--- config.mk ---
export PLATFORM = sky130hd
export DESIGN_NAME = alu_core_seq
export DESIGN_NICKNAME = d
export VERILOG_FILES = /design/src/rtl/alu_pkg.sv /design/src/rtl/alu_div_seq.sv /design/src/rtl/alu_core_seq.sv
export SDC_FILE = /design/constraint.sdc
export NUM_CORES = 2
export LEC_CHECK = 0
export CELL_PAD_IN_SITES_DETAIL_PLACEMENT = 1
export CELL_PAD_IN_SITES_GLOBAL_PLACEMENT = 2
export CORE_MARGIN = 4
export CORE_UTILIZATION = 38
export CTS_CLUSTER_DIAMETER = 200
export DETAILED_ROUTE_END_ITERATION = 8
export DONT_BUFFER_PORTS = 1
export GPL_TIMING_DRIVEN = 1
export PLACE_DENSITY = 0.78
export SLEW_MARGIN = 10
export SYNTH_ARGS = -nofsm -noshare
export SYNTH_HDL_FRONTEND = slang
export SYNTH_SLANG_ARGS = --single-unit
--- constraint.sdc ---
create_clock -name clk -period 19.9 [get_ports clk]
set_input_delay 0.995 -clock clk [delete_from_list [all_inputs] [get_ports clk]]
set_output_delay 0.995 -clock clk [all_outputs]
set_load 0.05 [all_outputs]
--- src/rtl/alu_pkg.sv ---
// Shared types and constants for the sequential ALU core and its iterative divider.
package alu_pkg;

    localparam int ALU_WIDTH = 32;
    localparam logic [ALU_WIDTH-1:0] INT_MIN = {1'b1, {(ALU_WIDTH-1){1'b0}}};
    localparam logic [ALU_WIDTH-1:0] INT_MAX = {1'b0, {(ALU_WIDTH-1){1'b1}}};

    typedef enum logic [2:0] {
        OP_ADD = 3'b000,
        OP_SUB = 3'b001,
        OP_MUL = 3'b010,
        OP_DIV = 3'b011,
        OP_AND = 3'b100,
        OP_OR  = 3'b101,
        OP_XOR = 3'b110,
        OP_ILL = 3'b111
    } opcode_e;

    typedef enum logic [0:0] {
        IDLE    = 1'b0,
        DIV_RUN = 1'b1
    } state_e;

    typedef struct packed {
        logic [ALU_WIDTH-1:0] A;
        logic [ALU_WIDTH-1:0] B;
        opcode_e              opcode;
    } alu_req_t;

    // Signed add overflow from sign bits; for subtraction pass the inverted B sign.
    function automatic logic signed_ovf(input logic a_msb, input logic b_msb, input logic r_msb);
        return (a_msb == b_msb) && (r_msb != a_msb);
    endfunction

endpackage

--- src/rtl/alu_div_seq.sv ---
// Iterative restoring divider on unsigned magnitudes, DIV_STEPS quotient bits per cycle.
module alu_div_seq
    import alu_pkg::*;
#(
    parameter int WIDTH     = 32,
    parameter int DIV_STEPS = 1
) (
    input  logic             clk,
    input  logic             rst,
    input  logic             start,
    input  logic [WIDTH-1:0] dividend,
    input  logic [WIDTH-1:0] divisor,
    output logic             done,
    output logic [WIDTH-1:0] quotient
);

    localparam int N_STEPS = WIDTH / DIV_STEPS;
    localparam int CNT_W   = (N_STEPS > 1) ? $clog2(N_STEPS) : 1;
    localparam logic [CNT_W-1:0] LAST_C = CNT_W'(N_STEPS - 1);
    localparam logic [CNT_W-1:0] CNT_ONE_C = {{(CNT_W-1){1'b0}}, 1'b1};

    logic             busy_r;
    logic [CNT_W-1:0] cnt_r;
    logic [WIDTH-1:0] rem_r;
    logic [WIDTH-1:0] quo_r;
    logic [WIDTH-1:0] div_r;
    logic [WIDTH:0]   rem_s;
    logic [WIDTH-1:0] quo_s;

    // One cycle of restoring division: shift dividend bits into the remainder, subtract when it fits.
    always_comb begin
        rem_s = {1'b0, rem_r};
        quo_s = quo_r;
        for (int i = 0; i < DIV_STEPS; i++) begin
            rem_s = {rem_s[WIDTH-1:0], quo_s[WIDTH-1]};
            quo_s = {quo_s[WIDTH-2:0], 1'b0};
            if (rem_s >= {1'b0, div_r}) begin
                rem_s    = rem_s - {1'b0, div_r};
                quo_s[0] = 1'b1;
            end else begin
                rem_s = rem_s;
            end
        end
    end

    // The quotient handed out with done is the result of the step taken on that same edge.
    assign done     = busy_r && (cnt_r == LAST_C);
    assign quotient = quo_s;

    // Step counter, partial remainder and dividend/quotient shift register.
    always_ff @(posedge clk) begin
        if (rst) begin
            busy_r <= 1'b0;
            cnt_r  <= {CNT_W{1'b0}};
            rem_r  <= {WIDTH{1'b0}};
            quo_r  <= {WIDTH{1'b0}};
            div_r  <= {WIDTH{1'b0}};
        end else if (start) begin
            busy_r <= 1'b1;
            cnt_r  <= {CNT_W{1'b0}};
            rem_r  <= {WIDTH{1'b0}};
            quo_r  <= dividend;
            div_r  <= divisor;
        end else if (busy_r) begin
            rem_r  <= rem_s[WIDTH-1:0];
            quo_r  <= quo_s;
            cnt_r  <= cnt_r + CNT_ONE_C;
            busy_r <= !done;
        end
    end

endmodule

--- src/rtl/alu_core_seq.sv ---
// Handshaked signed ALU: single-cycle ops answer next cycle, DIV stalls on an iterative divider.
module alu_core_seq
    import alu_pkg::*;
#(
    parameter int WIDTH     = 32,
    parameter int DIV_STEPS = 1
) (
    input  logic             clk,
    input  logic             rst,
    input  logic             in_valid,
    output logic             in_ready,
    input  logic [WIDTH-1:0] A,
    input  logic [WIDTH-1:0] B,
    input  logic [2:0]       opcode,
    output logic             out_valid,
    output logic [WIDTH-1:0] Result,
    output logic             Error
);

    localparam logic [WIDTH-1:0] MIN_C  = {1'b1, {(WIDTH-1){1'b0}}};
    localparam logic [WIDTH-1:0] ONES_C = {WIDTH{1'b1}};
    localparam logic [WIDTH-1:0] ZERO_C = {WIDTH{1'b0}};
    localparam logic [WIDTH-1:0] ONE_C  = {{(WIDTH-1){1'b0}}, 1'b1};

    state_e                  state_r;
    state_e                  state_s;
    opcode_e                 op_s;
    logic                    accept_s;
    logic                    div_special_s;
    logic                    div_start_s;
    logic                    div_done_s;
    logic                    neg_q_r;
    logic [WIDTH-1:0]        a_mag_s;
    logic [WIDTH-1:0]        b_mag_s;
    logic [WIDTH-1:0]        quo_s;
    logic [WIDTH-1:0]        sum_s;
    logic [WIDTH-1:0]        diff_s;
    logic signed [2*WIDTH-1:0] prod_s;
    logic [WIDTH-1:0]        res_s;
    logic                    err_s;
    logic                    out_valid_r;
    logic [WIDTH-1:0]        result_r;
    logic                    error_r;

    assign op_s          = opcode_e'(opcode);
    assign in_ready      = (state_r == IDLE) && !rst;
    assign accept_s      = in_valid && in_ready;
    assign div_special_s = (B == ZERO_C) || ((A == MIN_C) && (B == ONES_C));
    assign div_start_s   = accept_s && (op_s == OP_DIV) && !div_special_s;
    assign a_mag_s       = A[WIDTH-1] ? (~A + ONE_C) : A;
    assign b_mag_s       = B[WIDTH-1] ? (~B + ONE_C) : B;
    assign sum_s         = A + B;
    assign diff_s        = A - B;
    assign prod_s        = $signed({{WIDTH{A[WIDTH-1]}}, A}) * $signed({{WIDTH{B[WIDTH-1]}}, B});

    alu_div_seq #(
        .WIDTH     (WIDTH),
        .DIV_STEPS (DIV_STEPS)
    ) u_div (
        .clk      (clk),
        .rst      (rst),
        .start    (div_start_s),
        .dividend (a_mag_s),
        .divisor  (b_mag_s),
        .done     (div_done_s),
        .quotient (quo_s)
    );

    // Single-cycle result and error; the DIV arm only covers the resolved-at-accept cases.
    always_comb begin
        res_s = ZERO_C;
        err_s = 1'b0;
        case (op_s)
            OP_ADD: begin
                res_s = sum_s;
                err_s = signed_ovf(A[WIDTH-1], B[WIDTH-1], sum_s[WIDTH-1]);
            end
            OP_SUB: begin
                res_s = diff_s;
                err_s = signed_ovf(A[WIDTH-1], !B[WIDTH-1], diff_s[WIDTH-1]);
            end
            OP_MUL: begin
                res_s = prod_s[WIDTH-1:0];
                err_s = (prod_s[2*WIDTH-1:WIDTH-1] != {(WIDTH+1){1'b0}}) &&
                        (prod_s[2*WIDTH-1:WIDTH-1] != {(WIDTH+1){1'b1}});
            end
            OP_DIV: begin
                res_s = (B == ZERO_C) ? ZERO_C : MIN_C;
                err_s = 1'b1;
            end
            OP_AND: res_s = A & B;
            OP_OR:  res_s = A | B;
            OP_XOR: res_s = A ^ B;
            OP_ILL: begin
                res_s = ZERO_C;
                err_s = 1'b1;
            end
            default: begin
                res_s = ZERO_C;
                err_s = 1'b1;
            end
        endcase
    end

    // Next-state: only a normal DIV leaves IDLE, and the divider's last step returns it.
    always_comb begin
        state_s = state_r;
        case (state_r)
            IDLE: begin
                if (div_start_s) state_s = DIV_RUN;
                else             state_s = IDLE;
            end
            DIV_RUN: begin
                if (div_done_s) state_s = IDLE;
                else            state_s = DIV_RUN;
            end
            default: state_s = IDLE;
        endcase
    end

    // State register.
    always_ff @(posedge clk) begin
        if (rst) state_r <= IDLE;
        else     state_r <= state_s;
    end

    // Quotient sign is fixed at accept so later operand changes cannot disturb it.
    always_ff @(posedge clk) begin
        if (rst)              neg_q_r <= 1'b0;
        else if (div_start_s) neg_q_r <= A[WIDTH-1] ^ B[WIDTH-1];
    end

    // Output registers: a strobe per completed op, values held between strobes.
    always_ff @(posedge clk) begin
        if (rst) begin
            out_valid_r <= 1'b0;
            result_r    <= ZERO_C;
            error_r     <= 1'b0;
        end else if ((state_r == DIV_RUN) && div_done_s) begin
            out_valid_r <= 1'b1;
            result_r    <= neg_q_r ? (~quo_s + ONE_C) : quo_s;
            error_r     <= 1'b0;
        end else if (accept_s && !div_start_s) begin
            out_valid_r <= 1'b1;
            result_r    <= res_s;
            error_r     <= err_s;
        end else begin
            out_valid_r <= 1'b0;
        end
    end

    assign out_valid = out_valid_r;
    assign Result    = result_r;
    assign Error     = error_r;

endmodule

==> reports/results.ini <==
[finish]
area_growth_pct=3.963
multi_input_comb_area_um2=40910
final-seq-area_um2=2766
nFillCells=14900
drive_gt1_frac=0.02592
nNetsFinal=6822
stdcell_area_um2=50220

[worst_setup_path]
start_kind=input pin
cp_slowest_stage_delay_ns=1.02
crit_required_ns=20.21
critPathMaxFanout=54
crit_type=in -> reg
critPathTopFamily=adder cells
crit_path_end_kind=register
cp.arrival_ns=11.64
crit_path_top_delay_cell=clkinv_1
cp_common_cell=fa_1
regToRegSetupSlack_ns=14.88
critPathBufInv=5

[global_route]
antenna_found_initial=7
grt_max_degree=101
grt_use_total=0.3128
grt_pass1_vias=44480
overflow=0
grt_pass1_wl_um=305500

[floorplan]
die_h_um=364.5
start_util=0.3837
boundaryPins=105
dieArea_um2=132900
core-area_um2=125900
num_rows=130
die_x_um=364.5

[timing]
rsz0062_at_grt=false
layout_min_cycle_time_ns=11.33
fmax_mhz=88.27
setup-tns-final_ns=0
worst_pin_slew_ns=1.330
drv_slew=0
finalClockSkew_ns=0.03088
relSlewSlack=0.1078
finalHoldViolations=0
min_period_over_period=0.5693
setup_viol=0

[route]
drt_iter0_markers=3254
ant_nets=0
vias=41020
drt_pass1_iterations=5
drc=0
wirelength_um=205800
wl_per_cell_um=29.31
routed_via_density=5.843

[cts]
clk_pin_slew_ns=0.09
cts_inserted_buffers=17
post_cts_resized=0
cts_max_level=4
cts_tree=done
cts_setup_buffers=0
numClockSinks=138
cts-hold-fix-buffers=0
clock_latency_ns=0.46
cts_root_buf=clkbuf_16
clockBufferDepth=2

[synthesis]
syn_nets=7083
netlist_instances=5610
synth_edf_count=0
synthArstFlopShare=0
ys_seq_elements=138
yosys_warnings=0
yosys_most_used_dff=dfxtp_1
syn_area_um2=48310
ys_types=89
yosysSeqAreaShare=0.05719
synth_area_per_cell_um2=8.611

[run]
cap_violations=0

[min_path]
hp-class=reg -> reg

[placed_design]
io_buffer_count=0
gp_congestion=0.9537
dp_hpwl_um=157600
place_area_um2=49550

[run_status]
outcome=finished, final reports clean

[through the flow]
stage          hold slack, ns  utilization  setup slack [ns]  cells
2_1_floorplan          0.4319            -             10.41   5610
3_3_place_gp           0.4369       0.3936             8.006   6980
3_5_place_dp           0.4419       0.3936             8.017   6980
4_1_cts                0.4490       0.3988             8.491   7012
5_1_grt                0.4772       0.3988             8.058   7012
6_report               0.4516       0.3989             8.571   7020
[worst register-to-register path, stage by stage (launching register included)]
cell and delay [ns]:
dfxtp_1 0.40, inv_1 0.06, ha_1 0.30, nor2b_1 0.13, o21ai_0 0.19, a21boi_0 0.17, o211ai_1 0.24, nand3_1 0.12
a21oi_1 0.20, o41ai_1 0.22, a41o_1 0.31, a221oi_4 0.40, ha_1 0.32, nand4_1 0.19, or2_2 0.40, nand2b_1 0.22
o31ai_1 0.30, xor2_1 0.11, nand2_1 0.15, a32oi_1 0.08, a2111oi_1 0.39
[state kept, by name, indices dropped and copies added (netlist names)]
signal	cells
Result	32
u_div.div_r	32
u_div.quo_r	32
u_div.rem_r	32
u_div.cnt_r	5
Error	1
neg_q_r	1
out_valid	1
state_r	1
u_div.busy_r	1
[Yosys cell counts, types with 63 or more instances]
cell,instances,area share
fa_1,1085,0.45
inv_1,865,0.067
nand2_1,735,0.057
nor2_1,682,0.053
ha_1,318,0.082
clkbuf_1,267,0.021
a21oi_1,230,0.024
o21ai_0,157,0.016
dfxtp_1,138,0.057
xnor2_1,137,0.025
a211oi_1,98,0.015
mux2i_1,64,0.013
a21o_1,63,0.0098
[area by class of cell]
| type | instances | share of cell area |
|---|---|---|
| clock buffer | 20 | 0.009293 |
| sequential | 138 | 0.05508 |
| antenna | 8 | 0.0003986 |
| multi-input combinational | 4237 | 0.8146 |
| inverter | 896 | 0.06707 |
| clock inverter | 12 | 0.003662 |
| timing repair buffer | 59 | 0.008819 |
| tap | 1650 | 0.04111 |
[logic make-up (layout without fill, tap and decap cells)]
logic type / Yosys count / count (layout) / share of synthesized area
XOR/XNOR: 195 / 195 / 0.03535
buffers and inverters: 1235 / 987 / 0.09679
adder cells (fa/ha/maj): 1403 / 1403 / 0.5320
flip-flops: 138 / 138 / 0.05719
other: 0 / 8 / 0
multiplexers: 66 / 66 / 0.01396
AND/OR/NAND/NOR: 1705 / 1705 / 0.1468
AO/OA/AOI/OAI: 868 / 868 / 0.1179
[final timing paths]
check	cells after the start	startpoint	to
setup / recovery	27	A[31]	Error
hold / removal	2	u_div.div_r[19]	u_div.div_r[19]
setup reg to reg	20	u_div.div_r[1]	Result[30]
hold reg to reg	2	u_div.div_r[19]	u_div.div_r[19]
[cell usage in the layout (no fill, tap or decap), drive strengths merged, types with 34 or more instances in the layout]
cell type  netlist  routed
nand4           39      39
dfxtp          138     138
o21ai          158     158
a21o            63      63
xor2            58      58
o21bai          34      34
buf             72      59
fa            1085    1085
nor2           683     683
o22ai           37      37
xnor2          137     137
nand2          735     735
nor3            54      54
inv            876     879
ha             318     318
a211oi          98      98
a21oi          230     230
mux2i           64      64
nand3           44      44
o31ai           37      37
[routing by layer]
metal	vias up	share of wire	wire [µm]	track usage
met3	472	0.087	17990	0.07835
li1	17150	-	-	-
met4	6	0.058	12020	0.1476
met5	-	0.00018	38	0
met2	1771	0.45	92150	0.4922
met1	21620	0.41	83560	0.4054
Power is not shown: default switching activity piles up to over one toggle a cycle in this logic, so the estimate is an artifact.
